==> src/rtl/lcd_pattern_writer.sv <==
`default_nettype none
// ============================================================================
// Module      : lcd_pattern_writer
// Description : Streams a full H_DISP x V_DISP RGB test frame into the SDRAM
//               controller write FIFO. Six selectable patterns, per-frame
//               scrolling, one-shot or continuous operation, FIFO
//               back-pressure, frame counting and abort on loss of sys_vaild.
// Revision    : 1.0 - initial release
// ============================================================================
module lcd_pattern_writer #(
    parameter int                H_DISP      = 1024,
    parameter int                V_DISP      = 768,
    parameter int                COLOR_W     = 8,
    parameter int                ADDR_W      = 32,
    parameter logic [ADDR_W-1:0] ADDR_BASE   = '0,
    parameter int                LOAD_GAP    = 16,
    parameter int                GRAY_SHIFT  = 2,
    parameter int                CHECK_SHIFT = 5,
    parameter int                SCROLL_STEP = 4
) (
    input  logic                   clk,
    input  logic                   rst_n,
    input  logic                   sys_vaild,
    input  logic                   start,
    input  logic                   continuous,
    input  logic [2:0]             mode,
    input  logic [3*COLOR_W-1:0]   solid_rgb,
    input  logic                   wr_ready,
    output logic                   sys_load,
    output logic                   sys_we,
    output logic [3*COLOR_W-1:0]   sys_data,
    output logic [ADDR_W-1:0]      sys_addr_min,
    output logic [ADDR_W-1:0]      sys_addr_max,
    output logic                   busy,
    output logic                   frame_done,
    output logic [15:0]            frame_cnt
);

    localparam int c_XW       = (H_DISP > 1) ? $clog2(H_DISP) : 1;
    localparam int c_YW       = (V_DISP > 1) ? $clog2(V_DISP) : 1;
    localparam int c_GW       = (LOAD_GAP > 1) ? $clog2(LOAD_GAP) : 1;
    localparam int c_STEP_MOD = SCROLL_STEP % H_DISP;
    localparam longint c_PIX  = longint'(H_DISP) * longint'(V_DISP);

    localparam logic [c_XW-1:0] c_X_LAST    = c_XW'(H_DISP - 1);
    localparam logic [c_YW-1:0] c_Y_LAST    = c_YW'(V_DISP - 1);
    localparam logic [c_GW-1:0] c_GAP_LAST  = c_GW'((LOAD_GAP > 0) ? LOAD_GAP - 1 : 0);
    localparam logic [c_XW:0]   c_H_WIDE    = (c_XW + 1)'(H_DISP);
    localparam logic [c_XW:0]   c_STEP_WIDE = (c_XW + 1)'(c_STEP_MOD);
    localparam logic [31:0]     c_CELL_MASK = (32'd1 << CHECK_SHIFT) - 32'd1;

    // The frame must be addressable within the address bus.
    if ((ADDR_W < 63) && (c_PIX > ((longint'(1) << ADDR_W) - 1))) begin : g_addr_range_check
        $error("lcd_pattern_writer: H_DISP*V_DISP does not fit in ADDR_W");
    end

    typedef enum logic [2:0] {
        S_IDLE  = 3'd0,
        S_LOAD  = 3'd1,
        S_GAP   = 3'd2,
        S_WRITE = 3'd3,
        S_DONE  = 3'd4
    } state_t;

    state_t               r_state;
    logic [c_XW-1:0]      r_x;
    logic [c_YW-1:0]      r_y;
    logic [c_GW-1:0]      r_gap;
    logic [c_XW-1:0]      r_offset;
    logic [2:0]           r_mode;
    logic [3*COLOR_W-1:0] r_solid;
    logic [15:0]          r_frame_cnt;
    logic                 r_sys_load;
    logic                 r_sys_we;
    logic [3*COLOR_W-1:0] r_sys_data;
    logic                 r_busy;
    logic                 r_frame_done;

    logic [3*COLOR_W-1:0] w_pix;
    logic [c_XW:0]        w_xs_sum;
    logic [c_XW:0]        w_xs;
    logic [c_XW:0]        w_off_sum;
    logic [c_XW-1:0]      w_off_next;

    // Colour-bar index from elaboration-time thresholds, returned as an RGB on/off mask.
    function automatic logic [2:0] f_bar_mask(input logic [c_XW:0] xv);
        logic [2:0] idx;
        idx = 3'd0;
        for (int i = 1; i < 8; i++) begin
            if (32'(xv) >= 32'((i * H_DISP) / 8)) idx = idx + 3'd1;
        end
        case (idx)
            3'd0:    f_bar_mask = 3'b111;
            3'd1:    f_bar_mask = 3'b110;
            3'd2:    f_bar_mask = 3'b011;
            3'd3:    f_bar_mask = 3'b010;
            3'd4:    f_bar_mask = 3'b101;
            3'd5:    f_bar_mask = 3'b100;
            3'd6:    f_bar_mask = 3'b001;
            default: f_bar_mask = 3'b000;
        endcase
    endfunction

    function automatic logic [3*COLOR_W-1:0] f_expand(input logic [2:0] m);
        f_expand = {{COLOR_W{m[2]}}, {COLOR_W{m[1]}}, {COLOR_W{m[0]}}};
    endfunction

    // Pattern generator for the current (x, y) plus next scroll offset arithmetic.
    always_comb begin
        w_xs_sum   = {1'b0, r_x} + {1'b0, r_offset};
        w_xs       = (w_xs_sum >= c_H_WIDE) ? (w_xs_sum - c_H_WIDE) : w_xs_sum;
        w_off_sum  = {1'b0, r_offset} + c_STEP_WIDE;
        w_off_next = (w_off_sum >= c_H_WIDE) ? c_XW'(w_off_sum - c_H_WIDE) : c_XW'(w_off_sum);
        w_pix      = '0;
        case (r_mode)
            3'd0: w_pix = r_solid;
            3'd1: w_pix = f_expand(f_bar_mask({1'b0, r_x}));
            3'd2: w_pix = {3{COLOR_W'(32'(r_x) >> GRAY_SHIFT)}};
            3'd3: w_pix = f_expand({3{((32'(r_x) >> CHECK_SHIFT) & 32'd1) ==
                                      ((32'(r_y) >> CHECK_SHIFT) & 32'd1)}});
            3'd4: w_pix = f_expand({3{((32'(r_x) & c_CELL_MASK) == 32'd0) ||
                                      ((32'(r_y) & c_CELL_MASK) == 32'd0) ||
                                      (r_x == c_X_LAST) || (r_y == c_Y_LAST)}});
            3'd5: w_pix = f_expand(f_bar_mask(w_xs));
            default: w_pix = '0;
        endcase
    end

    // Frame sequencer: IDLE -> LOAD -> GAP -> WRITE -> DONE with registered outputs.
    always_ff @(posedge clk) begin
        if (!rst_n) begin
            r_state      <= S_IDLE;
            r_x          <= '0;
            r_y          <= '0;
            r_gap        <= '0;
            r_offset     <= '0;
            r_mode       <= '0;
            r_solid      <= '0;
            r_frame_cnt  <= '0;
            r_sys_load   <= 1'b0;
            r_sys_we     <= 1'b0;
            r_sys_data   <= '0;
            r_busy       <= 1'b0;
            r_frame_done <= 1'b0;
        end else begin
            r_sys_load   <= 1'b0;
            r_sys_we     <= 1'b0;
            r_frame_done <= 1'b0;
            case (r_state)
                S_IDLE: begin
                    if (sys_vaild && (start || continuous)) begin
                        r_state    <= S_LOAD;
                        r_sys_load <= 1'b1;
                        r_busy     <= 1'b1;
                    end
                end
                S_LOAD: begin
                    if (!sys_vaild) begin
                        r_state <= S_IDLE;
                        r_busy  <= 1'b0;
                    end else begin
                        r_mode  <= mode;
                        r_solid <= solid_rgb;
                        r_x     <= '0;
                        r_y     <= '0;
                        r_gap   <= '0;
                        r_state <= (LOAD_GAP > 0) ? S_GAP : S_WRITE;
                    end
                end
                S_GAP: begin
                    if (!sys_vaild) begin
                        r_state <= S_IDLE;
                        r_busy  <= 1'b0;
                    end else if (r_gap == c_GAP_LAST) begin
                        r_state <= S_WRITE;
                    end else begin
                        r_gap <= r_gap + 1'b1;
                    end
                end
                S_WRITE: begin
                    if (!sys_vaild) begin
                        r_state <= S_IDLE;
                        r_busy  <= 1'b0;
                    end else if (wr_ready) begin
                        r_sys_we   <= 1'b1;
                        r_sys_data <= w_pix;
                        if (r_x == c_X_LAST) begin
                            r_x <= '0;
                            if (r_y == c_Y_LAST) r_state <= S_DONE;
                            else                 r_y     <= r_y + 1'b1;
                        end else begin
                            r_x <= r_x + 1'b1;
                        end
                    end
                end
                S_DONE: begin
                    r_frame_done <= 1'b1;
                    r_frame_cnt  <= r_frame_cnt + 16'd1;
                    // Restart the scroll sequence whenever the frame counter wraps.
                    r_offset     <= (r_frame_cnt == 16'hFFFF) ? '0 : w_off_next;
                    if (continuous && sys_vaild) begin
                        r_state    <= S_LOAD;
                        r_sys_load <= 1'b1;
                    end else begin
                        r_state <= S_IDLE;
                        r_busy  <= 1'b0;
                    end
                end
                default: begin
                    r_state <= S_IDLE;
                    r_busy  <= 1'b0;
                end
            endcase
        end
    end

    assign sys_load     = r_sys_load;
    assign sys_we       = r_sys_we;
    assign sys_data     = r_sys_data;
    assign busy         = r_busy;
    assign frame_done   = r_frame_done;
    assign frame_cnt    = r_frame_cnt;
    assign sys_addr_min = ADDR_BASE;
    assign sys_addr_max = ADDR_BASE + ADDR_W'(c_PIX);

endmodule
`default_nettype wire

==> config.mk <==
export PLATFORM = sky130hd
export DESIGN_NAME = lcd_pattern_writer
export DESIGN_NICKNAME = d
export VERILOG_FILES = /design/src/rtl/lcd_pattern_writer.sv
export SDC_FILE = /design/constraint.sdc
export NUM_CORES = 1
export LEC_CHECK = 0
export ABC_CLOCK_PERIOD_IN_PS = 6600
export CORE_MARGIN = 3
export CORE_UTILIZATION = 50
export CTS_CLUSTER_SIZE = 30
export DETAILED_ROUTE_END_ITERATION = 8
export PLACE_DENSITY = 0.77
export SETUP_SLACK_MARGIN = 0.3
export SLEW_MARGIN = 20
export SYNTH_ARGS = -nofsm -noshare
export SYNTH_HDL_FRONTEND = slang
export SYNTH_SLANG_ARGS = --single-unit
==> constraint.sdc <==
create_clock -name clk -period 6.6 [get_ports clk]
set_input_delay 1.32 -clock clk [delete_from_list [all_inputs] [get_ports clk]]
set_output_delay 1.32 -clock clk [all_outputs]
set_load 0.02 [all_outputs]
==> results.toml, run 1 <==
[cts]
clk_pin_slew_ps = 70
cts_hold_buf = 0
cts.sinks = 106
htree_levels = 3
clock_path_buffers = 2
postCtsSetupBuffers = 0
clkLatencyLatePin_ps = 340
cts-resized-gates = 0
ctsRootBufferMaster = "clkbuf_16"
cts_made_buffers = 9
cts_tree = "yes"

[grt]
antenna_found_initial = 0
grtUsageTotal_pct = 20.4
grt_pass1_wl_um = 24600
grt_max_degree = 42
grt_pass1_vias = 5051
grt.overflow.total = 0

[timing]
fin_hold_ws_ps = 456
fin_skew_ps = 6.78
period_needed_ps = 5620
fin_crit_sh_pct = 85.2
hold_viol = 0
drv_slew = 0
report.final.setup_viol = 0
rsz0062_at_grt = "no"
worst_slew_pin_slew_ps = 863
setup_ws_ps = 977
final.setup.tns_ps = 0
slew_headroom_pct = 42.0
fmax_ghz = 0.178

[floorplan]
die_area_um2 = 14600
die_w_um = 121
fp.dieH_um = 121
num_rows = 41
io_pins = 141
initial_core_util_pct = 51.7
core_region_area_um2 = 12700

[synth]
avgSynthCellArea_um2 = 7.95
ys_warn_count = 0
synthCells = 827
yosysMostFrequentCell = "nand2_1"
yosys-top-cells-area = "dfxtp_1 32%, nand2_1 9.4%, buf_4 7.3%"
netlist_area_um2 = 6570
ys_ff_latch = 106
ys.flop_type = "dfxtp_1"
synthArstFlopShare_pct = 0
yosysSeqAreaShare_pct = 32.3
netlist_top_cells_count = "164 x nand2_1, 106 x dfxtp_1, 67 x a21oi_1, 64 x buf_4, 64 x nor2_1"
ys_types = 73
synth-edff-count = 0
synth_top_area_share_pct = 32.3
yosys.area.top_type = "dfxtp_1"

[placed_design]
place_inst = 1040
gp_congestion = 0.861
portBuffers = 76
dpl.hpwl_um = 10800
placed_cell_area_um2 = 7210
preCtsSetupSlack_ps = 1030

[critical_path]
crit_required_ps = 6840
cp_max_fo = 21
cp.arrival_ps = 5860
startpoint_type = "register"
critPathKind = "register to register"
reg2regPathDepth = 21
r2r_slack_ps = 980
cp-end-kind = "register"
r2r-start = "r_x[9]$_SDFFE_PN0P_"
rr_endpoint = "sys_data[17]$_SDFFE_PN0P_"

[detailed_routing]
drc = 0
antenna_left = 0
drt_iter0_drc = 341
drt_wl_total_um = 15100
num_vias = 5573
vias_per_cell = 5.28
firstDrtPassIters = 4
wl_per_cell_um = 14.3

[layout]
fin_area_um2 = 7510
final_util_pct = 59.1
syn2layout_area_growth_pct = 14.3
final_nets = 939
final_cells = 1055
drive_gt1_share_pct = 5.66
antenna_cells = 0

[power]
combPwrFrac_pct = 13.8
p_sw_share_pct = 27.2
powerDensity_nw_per_um2 = 190
power_leakage_nw = 3.07
power_frac_seq_pct = 47.8
clock_power_share_pct = 38.4
total_power_mw = 1.43
switching_power_mw = 0.389
internal_power_mw = 1.04
ir_drop_mv = 0.149

[run_status]
status = "completed"

[hold_path]
holdPathEnd = "r_solid[4]$_SDFFE_PN0P_"
hp-start = "r_solid[4]$_SDFFE_PN0P_"
min_path_type = "register to register"
holdPathStages = 2

[flow_run]
cap_violations = 0
-- state kept, by name, summed over array words and instances (netlist names), 3 cells and up --
signal / flops
r_x: 10
r_gap: 4
r_mode: 3
frame_cnt: 16
sys_data: 24
r_solid: 24
r_state: 3
r_offset: 8
r_y: 10
-- critical path, stage by stage (launching register included) --
cell and delay [ps]:
dfxtp_1 730, ha_1 420, xor2_1 210, a211oi_1 370
nor2_1 150, nor2_1 180, ha_1 360, xor2_1 200
ha_1 350, nand2_1 70, nand2_1 60, ha_1 300
mux2i_1 120, o21ai_0 90, ha_1 300, a21oi_1 120
o21ai_0 90, ha_1 280, mux4_2 480, nor3_2 190
a311oi_4 120, a221oi_1 330
-- area by class of cell --
| type | count | area (um^2) |
|---|---|---|
| fill | 1173 | 5210 |
| multi-input combinational | 662 | 3990 |
| sequential | 106 | 2120 |
| timing repair buffer | 84 | 821 |
| clock buffer | 12 | 256 |
| tap | 172 | 215 |
| inverter | 16 | 60.1 |
| clock inverter | 3 | 46.3 |
-- power by group through the flow --
| stage | Sequential [mW] | Clock, mW | Combinational [mW] |
|---|---|---|---|
| floorplan | 0.686 | 0 | 0.173 |
| finish | 0.682 | 0.549 | 0.197 |
| detailed placement | 0.697 | 0 | 0.195 |
| global placement | 0.696 | 0 | 0.193 |
| global route | 0.685 | 0.584 | 0.216 |
| CTS | 0.682 | 0.555 | 0.197 |
-- cells in the final DEF (no fill, tap or decap), types with 4 or more instances in the layout --
master             n
nand2_1          164
dfxtp_1          106
clkdlybuf4s50_1   76
a21oi_1           67
nor2_1            64
conb_1            64
xor2_1            34
ha_1              27
xnor2_1           24
o21ai_0           23
nand3_1           21
inv_1             15
a221oi_1          14
nor2b_1           13
nand4_1           12
nand2b_1           9
o31ai_1            9
clkbuf_16          9
or3_1              8
nor3_1             8
buf_4              8
and3_1             7
o21bai_1           7
mux2i_1            6
nand3b_1           6
o211ai_1           4
and4_1             4
-- worst max-delay path by stage --
| stage | start | endpoint | slack [ps] | cells after the start |
|---|---|---|---|---|
| 2_1_floorplan | r_offset[7]$_SDFFE_PN0P_ | sys_data[16]$_SDFFE_PN0P_ | 1490 | 24 |
| 3_3_place_gp | r_x[9]$_SDFFE_PN0P_ | sys_data[20]$_SDFFE_PN0P_ | 1220 | 21 |
| 3_5_place_dp | r_x[9]$_SDFFE_PN0P_ | sys_data[17]$_SDFFE_PN0P_ | 1030 | 21 |
| 4_1_cts | r_x[9]$_SDFFE_PN0P_ | sys_data[17]$_SDFFE_PN0P_ | 990 | 21 |
| 5_1_grt | r_x[9]$_SDFFE_PN0P_ | sys_data[11]$_SDFFE_PN0P_ | 370 | 24 |
| 6_report | r_x[9]$_SDFFE_PN0P_ | sys_data[17]$_SDFFE_PN0P_ | 980 | 21 |
-- logic make-up after synthesis --
kind of cell / count (synthesis) / synth area share (%)
other cells: 2 / 0.114
flops: 106 / 32.3
mux: 10 / 1.77
compound gates: 160 / 17.3
buf+inv: 121 / 10.8
xor+xnor: 60 / 8.22
simple gates: 340 / 24.2
fa+ha+maj: 28 / 5.29
-- routing by layer --
layer  global-route usage [%]  up-vias  share of wire [%]  routed length [um]
met1                     26.4     2578                 45                6710
li1                         -     2817                  -                   -
met3                     4.77       27                5.3                 806
met4                     6.37        0                2.2                 327
met5                        0        -                  0                   0
met2                     33.6      151                 48                7230
No activity file was read; power rests on OpenSTA's default activity.
==> run 2: changes to the inputs <==
CTS_BUF_LIST = sky130_fd_sc_hd__clkbuf_4 sky130_fd_sc_hd__clkbuf_8 sky130_fd_sc_hd__clkbuf_16   (was unset)
==> run 2 against run 1 <==
  * Worst setup slack better by 15 ps
  * Die area stayed put
  * Clock power about the same
  * Final area barely moved
  * Combinational power is essentially flat
==> results.toml, run 2 (same netlist as run 1, synthesis figures left out) <==
[placed_design]
dpl.hpwl_um = 10800
portBuffers = 76
gp_congestion = 0.861
placed_cell_area_um2 = 7210
place_inst = 1040

[hold_path]
min_path_type = "register to register"

[critical_path]
startpoint_type = "register"
path_buf_inv = 0
worstPathCellList = "ha_1 > xor2_1 > a211oi_1 > nor2_1 > nor2_1 > ha_1 > xor2_1 > ha_1 > nand2_1 > nand2_1 > ha_1 > mux2i_1 > o21ai_0 > ha_1 > a21oi_1 > o21ai_0 > ha_1 > mux4_2 > nor3_2 > a311oi_4 > a221oi_1"
critPathSlowestCell = "dfxtp_1"
crit_required_ps = 6840
critPathKind = "register to register"
max_stage_delay_ps = 720
critPathMostFrequentCell = "ha_1"
cp.arrival_ps = 5850
critPathTopFamily = "adder cells"
cp-end-kind = "register"
cp_max_fo = 21

[floorplan]
fp.dieH_um = 121
die_w_um = 121
die_area_um2 = 14600
initial_core_util_pct = 51.7
num_rows = 41
core_region_area_um2 = 12700
io_pins = 141

[layout]
fillCellCount = 1171
syn2layout_area_growth_pct = 14.4
multi_input_area_um2 = 3990
fin_area_um2 = 7520
final_common_cell = "nand2_1"
final_cells = 1055
drive_gt1_share_pct = 5.78
final_nets = 939
layout_common_cells = "164 x nand2_1, 106 x dfxtp_1, 76 x clkdlybuf4s50_1"
ff_latch_area_um2 = 2120
antenna_cells = 0

[timing]
fin_crit_sh_pct = 85.0
drv_slew = 0
hold_viol = 0
slew_headroom_pct = 43.0
rsz0062_at_grt = "no"
fmax_ghz = 0.178
fin_skew_ps = 6.92
final.setup.tns_ps = 0
report.final.setup_viol = 0
period_needed_ps = 5610
worst_slew_pin_slew_ps = 848
fin_hold_ws_ps = 456

[detailed_routing]
wl_per_cell_um = 14.3
num_vias = 5569
vias_per_cell = 5.28
drc = 0
antenna_left = 0
drt_wl_total_um = 15100
drt_iter0_drc = 341
firstDrtPassIters = 5

[power]
ir_drop_mv = 0.149
powerDensity_nw_per_um2 = 190
total_power_mw = 1.43
power_leakage_nw = 3.08

[flow_run]
cap_violations = 0

[grt]
grt.overflow.total = 0
grt_pass1_vias = 5051
grtUsageTotal_pct = 20.4
grt_max_degree = 42
antenna_found_initial = 0
grt_pass1_wl_um = 24600

[cts]
clkLatencyLatePin_ps = 340
cts_tree = "yes"
cts_hold_buf = 0
clk_pin_slew_ps = 70
cts-resized-gates = 0
clock_path_buffers = 2
ctsRootBufferMaster = "clkbuf_16"
htree_levels = 3
cts.sinks = 106
cts_made_buffers = 9
postCtsSetupBuffers = 0

[run_status]
status = "completed"
## run 2: metal layers
metal  vias up  track usage, %  part of all wire [%]
met5         -               0                     0
met4         0            6.37                   2.0
met3        25            4.77                   5.3
met2       140            33.6                    48
met1      2587            26.4                    45
li1       2817               -                     -
## run 2: per-stage QoR
step / setup slack [ps] / util (%)
final: 992 / 59.1
after global routing: 374 / 59.1
after CTS: 988 / 59.1
after detailed placement: 1030 / 56.7
after global placement: 1220 / 56.7
after floorplan: 1490 / -
## run 2: path summary, 6_finish.rpt
kind	endpoint	slack [ps]	depth (start not counted)	start
hold reg to reg	r_solid[4]$_SDFFE_PN0P_	460	2	r_solid[4]$_SDFFE_PN0P_
setup reg to reg	sys_data[17]$_SDFFE_PN0P_	990	21	r_x[9]$_SDFFE_PN0P_
setup / recovery	sys_data[17]$_SDFFE_PN0P_	990	21	r_x[9]$_SDFFE_PN0P_
hold / removal	r_solid[4]$_SDFFE_PN0P_	460	2	r_solid[4]$_SDFFE_PN0P_
## run 2: cell type report
class	count	area share, %
Clock buffer	12	3.46
Inverter	16	0.799
Tap cell	172	2.86
Sequential cell	106	28.2
Clock inverter	3	0.616
Timing Repair Buffer	84	10.9
Multi-Input combinational cell	662	53.1
## run 2: power by group
| group | internal, mW | total [mW] | switching (mW) |
|---|---|---|---|
| clock | 0.319 | 0.552 | 0.234 |
| combinational | 0.0659 | 0.197 | 0.131 |
| sequential | 0.659 | 0.682 | 0.0231 |
| total | 1.04 | 1.43 | 0.388 |
## run 2: tightest hold or removal path: cells and delay by family (launching register included)
kind	cells	cell delay (ps)
and+or+nand+nor	1	50
AOI/OAI and AO/OA	1	50
DFF	1	310
